**config.mk**
```make
export PLATFORM = sky130hd
export DESIGN_NAME = serial_pattern_detector_flat
export DESIGN_NICKNAME = d
export VERILOG_FILES = /design/src/rtl/serial_pattern_detector_if.sv /design/src/rtl/serial_pattern_detector.sv /design/src/flat_wrapper.sv
export SDC_FILE = /design/constraint.sdc
export NUM_CORES = 1
export LEC_CHECK = 0
export CORE_AREA = 2 2 39 41
export CTS_CLUSTER_SIZE = 10
export DETAILED_ROUTE_END_ITERATION = 7
export DIE_AREA = 0 0 41 43
export GPL_ROUTABILITY_DRIVEN = 0
export GPL_TIMING_DRIVEN = 0
export PLACE_DENSITY = 0.45
export SLEW_MARGIN = 15
export SYNTH_ARGS = -nofsm -noshare
export SYNTH_HDL_FRONTEND = slang
export SYNTH_SLANG_ARGS = --single-unit
```
**constraint.sdc**
```tcl
create_clock -name clk -period 1.5 [get_ports clk]
set_input_delay 0.3 -clock clk [delete_from_list [all_inputs] [get_ports clk]]
set_output_delay 0.3 -clock clk [all_outputs]
set_load 0.005 [all_outputs]
```
**src/rtl/serial_pattern_detector_if.sv**
```systemverilog
// Serial bit stream in, match/fill/count status out, for serial_pattern_detector.
// The master drives the qualified bit stream; the slave (the detector) reports status.
interface serial_pattern_detector_if #(
  parameter int PAT_LEN = 3,
  parameter int CNT_W   = 8
);
  localparam int FILL_W = $clog2(PAT_LEN + 1);

  logic              clr;
  logic              in_valid;
  logic              in;
  logic              match;
  logic [FILL_W-1:0] fill;
  logic [CNT_W-1:0]  count;

  modport master (
    output clr, in_valid, in,
    input  match, fill, count
  );

  modport slave (
    input  clr, in_valid, in,
    output match, fill, count
  );
endinterface

```
**src/rtl/serial_pattern_detector.sv**
```systemverilog
// Parametrised serial pattern detector with overlap control, clear and a match counter.
// The saturating counter is built only when SERIAL_PATTERN_DETECTOR_COUNT_EN is defined.
module serial_pattern_detector #(
  parameter int               PAT_LEN = 3,
  parameter logic [PAT_LEN-1:0] PATTERN = 3'b011,
  parameter bit               OVERLAP = 1'b1,
  parameter int               CNT_W   = 8
) (
  input logic                  clk,
  input logic                  rst_n,
  serial_pattern_detector_if.slave bus
);
  localparam int FILL_W = $clog2(PAT_LEN + 1);
  localparam logic [FILL_W-1:0] FILL_FULL = FILL_W'(PAT_LEN);

  logic [PAT_LEN-1:0] hist_reg, hist_next;
  logic [FILL_W-1:0]  fill_reg, fill_next;
  logic               match_reg, match_next;
  logic [PAT_LEN-1:0] shifted;
  logic [FILL_W-1:0]  fill_inc;
  logic               hit;

  // Match needs a full (armed) history, so the zeroed reset history cannot fire.
  always_comb begin
    shifted  = {hist_reg[PAT_LEN-2:0], bus.in};
    fill_inc = (fill_reg == FILL_FULL) ? fill_reg : fill_reg + 1'b1;
    hit      = bus.in_valid && !bus.clr && (fill_inc == FILL_FULL) && (shifted == PATTERN);

    hist_next  = hist_reg;
    fill_next  = fill_reg;
    match_next = 1'b0;

    if (bus.clr) begin
      hist_next = '0;
      fill_next = '0;
    end else if (bus.in_valid) begin
      hist_next  = shifted;
      match_next = hit;
      fill_next  = (hit && !OVERLAP) ? '0 : fill_inc;
    end
  end

  always_ff @(posedge clk or negedge rst_n) begin
    if (!rst_n) begin
      hist_reg  <= '0;
      fill_reg  <= '0;
      match_reg <= 1'b0;
    end else begin
      hist_reg  <= hist_next;
      fill_reg  <= fill_next;
      match_reg <= match_next;
    end
  end

  assign bus.match = match_reg;
  assign bus.fill  = fill_reg;

`ifdef SERIAL_PATTERN_DETECTOR_COUNT_EN
  logic [CNT_W-1:0] count_reg, count_next;

  always_comb begin
    count_next = count_reg;
    if (bus.clr) begin
      count_next = '0;
    end else if (hit && (count_reg != {CNT_W{1'b1}})) begin
      count_next = count_reg + 1'b1;
    end
  end

  always_ff @(posedge clk or negedge rst_n) begin
    if (!rst_n) begin
      count_reg <= '0;
    end else begin
      count_reg <= count_next;
    end
  end

  assign bus.count = count_reg;
`else
  assign bus.count = '0;
`endif
endmodule
```
**src/flat_wrapper.sv**
```systemverilog
// flat-port wrapper written by rule: the top's interface ports become plain ports
module serial_pattern_detector_flat 
#(
  parameter int               PAT_LEN = 3,
  parameter logic [PAT_LEN-1:0] PATTERN = 3'b011,
  parameter bit               OVERLAP = 1'b1,
  parameter int               CNT_W   = 8
)
  (clk, rst_n, bus_clr, bus_in_valid, bus_in, bus_match, bus_fill, bus_count);
  serial_pattern_detector_if #(.PAT_LEN(PAT_LEN), .CNT_W(CNT_W)) bus_i ();
  input logic clk;
  input logic rst_n;
  input wire logic [$bits(bus_i.clr)-1:0] bus_clr;
  input wire logic [$bits(bus_i.in_valid)-1:0] bus_in_valid;
  input wire logic [$bits(bus_i.in)-1:0] bus_in;
  output wire logic [$bits(bus_i.match)-1:0] bus_match;
  output wire logic [$bits(bus_i.fill)-1:0] bus_fill;
  output wire logic [$bits(bus_i.count)-1:0] bus_count;
  assign bus_i.clr = bus_clr;
  assign bus_i.in_valid = bus_in_valid;
  assign bus_i.in = bus_in;
  assign bus_match = bus_i.match;
  assign bus_fill = bus_i.fill;
  assign bus_count = bus_i.count;
  serial_pattern_detector #(.PAT_LEN(PAT_LEN), .PATTERN(PATTERN), .OVERLAP(OVERLAP), .CNT_W(CNT_W)) u_core (.clk(clk), .rst_n(rst_n), .bus(bus_i));
endmodule
```
# == Word level (Yosys, flattened, before mapping) ==
# Index checks and enable logic that the tools add are counted.
# classes
mux,7
n_reduce_logical,5
n_addsub,1
eq_ne,3
# op_table
operator,count
$mux 2,5
$eq 2x2->1 const B,2
$eq 3x2->1 const B,1
$logic_and 1x1->1,3
$add 2x1->2 const B,1
$mux 1,2
$reduce_bool 2->1,1
$logic_not 1->1,1
# totals
out_inout_bits,11
input_bits,5
register_bits,5

# == Logic depth before layout (Yosys ltp) ==
# depth
depth_word,7
mapped_depth,2

# == Worst setup path before layout ==
# OpenSTA, ideal clock, no wires.
# synth_path
path_type,register to register
from,register u_core.hist_reg[1]
to,register u_core.match_reg (netlist: u_core.bus.match)
path_stages_with_launch,3
slack_ns,0.706
t_arrival_ns,0.728
t_required_ns,1.433
n_path_buf,0
setup_ns,0.067
path_cell_list,dfrtp_1 -> nor4bb_1 -> and3_1
# synth_via
elab_chain_len,4
# synth_rtl
item,line,rtl
start: declaration,serial_pattern_detector.sv:16,"logic [PAT_LEN-1:0] hist_reg, hist_next;"
start signal: assignment,serial_pattern_detector.sv:49,hist_reg <= hist_next;
$eq 3x2->1,serial_pattern_detector.sv:27,hit = bus.in_valid && !bus.clr && (fill_inc == FILL_FULL) && (shifted == PATTERN);
$logic_and 1x1->1,serial_pattern_detector.sv:27,
$mux 1,serial_pattern_detector.sv:36,end else if (bus.in_valid) begin
$mux 1,serial_pattern_detector.sv:33,if (bus.clr) begin
net u_core.match_next,serial_pattern_detector.sv:18,"logic match_reg, match_next;"
end signal: assignment,serial_pattern_detector.sv:51,match_reg <= match_next;
end: declaration,serial_pattern_detector.sv:18,
# The timed path passes the listed nets, and every way through them passes these cells.
# A chain may end at the register's enable or synchronous reset.

# == Final worst setup path ==
# layout_path
from,register u_core.fill_reg[0] (netlist: u_core.bus.fill[0])
to,output port bus_fill[0]
# layout_rtl
item,line,rtl
start: declaration,serial_pattern_detector.sv:17,"logic [FILL_W-1:0] fill_reg, fill_next;"
start signal: assignment,serial_pattern_detector.sv:50,fill_reg <= fill_next;
end: declaration,flat_wrapper.sv:17,output wire logic [$bits(bus_i.fill)-1:0] bus_fill;
# No word-level cell between the ends.

==> impl_metrics.tcl <==
set metrics [dict create \
    status "finished, final reports clean" \
    fin_tns_setup_ps 0 \
    final_max_slew_viol_count 0 \
    slowest_stage "clkdlybuf4s50_1" \
    cts_setup_buffers 0 \
    grt_antenna_before_repair 0 \
    grt.total_usage 0.0655 \
    detailedPlace.worstSlack_ps 192 \
    synth_cells 25 \
    cpPeakStageDelay_ps 510 \
    finalWorstSetupSlack_ps 70.8 \
    grt_max_degree 7 \
    timing.final.crit_share 0.953 \
    grt_pass1_vias 168 \
    finalSetupViolCount 0 \
    cp_top_family "buffers and inverters" \
    syn_area_per_cell_um2 10.4 \
    drt-wirelength-per-cell_um 7.20 \
    synth_warnings 0 \
    reg2reg_depth 2 \
    num_io_pins 16 \
    post_cts_resized 0 \
    hpwl_um 340 \
    clock.fmax_ghz 0.700 \
    drt_wl_total_um 425 \
    clock-sinks 5 \
    rsz0062_at_grt "false" \
    worst_setup_path_start_kind "register" \
    coreArea_um2 1380 \
    arrival_ps 1130 \
    synth_seq_cells 5 \
    synth_top_area_frac 0.483 \
    drc_errors 0 \
    die_h_um 43 \
    p_leak_nw 0.215 \
    layout.nets 49 \
    cp-end-kind "output pin" \
    drive_above_1_share 0.256 \
    clock_latency_ps 240 \
    firstDrtPassIters 2 \
    clock_skew_ps 0.550 \
    critPathRequiredTime_ps 1200 \
    cp_cell_sequence "clkdlybuf4s50_1" \
    cts_root_buffer "clkbuf_4" \
    ys_types 10 \
    hp-class "primary input to asynchronous set/reset pin" \
    postRouteAntennaNets 0 \
    drtIter0Drc 1 \
    diodes 0 \
    crit_cells 1 \
    vias 205 \
    crit_buf_inv 1 \
    cts-htree-levels 1 \
    cts_buffers 3 \
    seq_area_frac_synth 0.483 \
    critical_path_class "register to output pin" \
    period_minus_slack_ps 1430 \
    maxCapViolCount 0 \
    cts_tree "built" \
    synthesis.area_um2 259 \
    clkTransAtPathRegs_ps 40 \
    crit_fanout 4 \
    vdd_drop_max_uv 268 \
    p_per_area_nw_per_um2 900 \
    overflow 0 \
    hold_violations 0 \
    via_per_inst 3.47 \
    synth_top_area_cell "dfrtp_1" \
    synth_area_leaders "dfrtp_1, buf_4, mux2i_1" \
    hold_buffers 0 \
    clock_path_buffers 2 \
    initial_core_util 0.187 \
    grt_pass1_wl_um 669 \
    portBuffers 7 \
    dieArea_um2 1760 \
    rows 14 \
    die_w_um 41 \
    syn2layout_area_growth_pct 55.1 \
]
==> per-layer routing <==
metal | share of wire | global-route usage
met5 | 0 | 0
met4 | 0.033 | 0.0800
met3 | 0.12 | 0.0471
met2 | 0.45 | 0.0688
met1 | 0.40 | 0.0717
==> placed cells by master (no fill, tap or decap) <==
cell type and n:
buf_4 8, clkbuf_4 3, nor3_1 1, conb_1 8, mux2i_1 2, clkdlybuf4s50_1 7, clkbuf_1 1, nor4bb_1 1
and3b_1 1, dfrtp_1 5, nor2_1 4, and3_1 1, a21oi_1 1
==> cell type report <==
cell class	count	area, um2
Multi-Input combinational cell	19	100
Sequential cell	5	125
Buffer	8	60.1
Clock buffer	4	26.3
Tap cell	16	20.0
Fill cell	152	982
Timing Repair Buffer	7	70.1
==> worst paths after layout <==
| check | to | start | slack [ps] |
|---|---|---|---|
| max | bus_fill[0] | u_core.bus.fill[0]$_DFFE_PN0P_ | 70 |
| min in group clk | u_core.hist_reg[1]$_DFFE_PN0P_ | u_core.hist_reg[1]$_DFFE_PN0P_ | 530 |
| max in group asynchronous | u_core.bus.fill[1]$_DFFE_PN0P_ | rst_n | 1020 |
| min | u_core.bus.match$_DFF_PN0_ | rst_n | 280 |
| max reg2reg | u_core.bus.match$_DFF_PN0_ | u_core.hist_reg[1]$_DFFE_PN0P_ | 670 |
| min reg2reg | u_core.hist_reg[1]$_DFFE_PN0P_ | u_core.hist_reg[1]$_DFFE_PN0P_ | 530 |
==> logic make-up after synthesis <==
logic type,after synthesis,share of synthesized area
DFF,5,0.483
other,1,0.0145
AOI/OAI and AO/OA,1,0.0193
muxes,2,0.0773
buffers and inverters,8,0.232
and+or+nand+nor,8,0.174
==> power breakdown <==
group / internal, mW / switching (mW) / leakage, nW
combinational: 0.0356 / 0.0202 / 0.133
sequential: 0.142 / 0.00478 / 0.0672
clock: 0.101 / 0.0584 / 0.0150
==> metrics by stage <==
step                instances  total power [mW]  hold WS [ps]  area (um2)   util
floorplan                  32             0.178          4.41         285      -
global placement           55             0.204           510         375  0.271
detailed placement         55             0.205           527         375  0.271
CTS                        59             0.370           282         402  0.290
global route               59             0.387           298         402  0.290
finish                     59             0.361           284         402  0.290
==> synthesized netlist by cell type <==
master	number
nor3_1	1
dfrtp_1	5
nor4bb_1	1
mux2i_1	2
conb_1	1
buf_4	8
and3_1	1
a21oi_1	1
and3b_1	1
nor2_1	4
No activity file was read; power rests on OpenSTA's default activity.
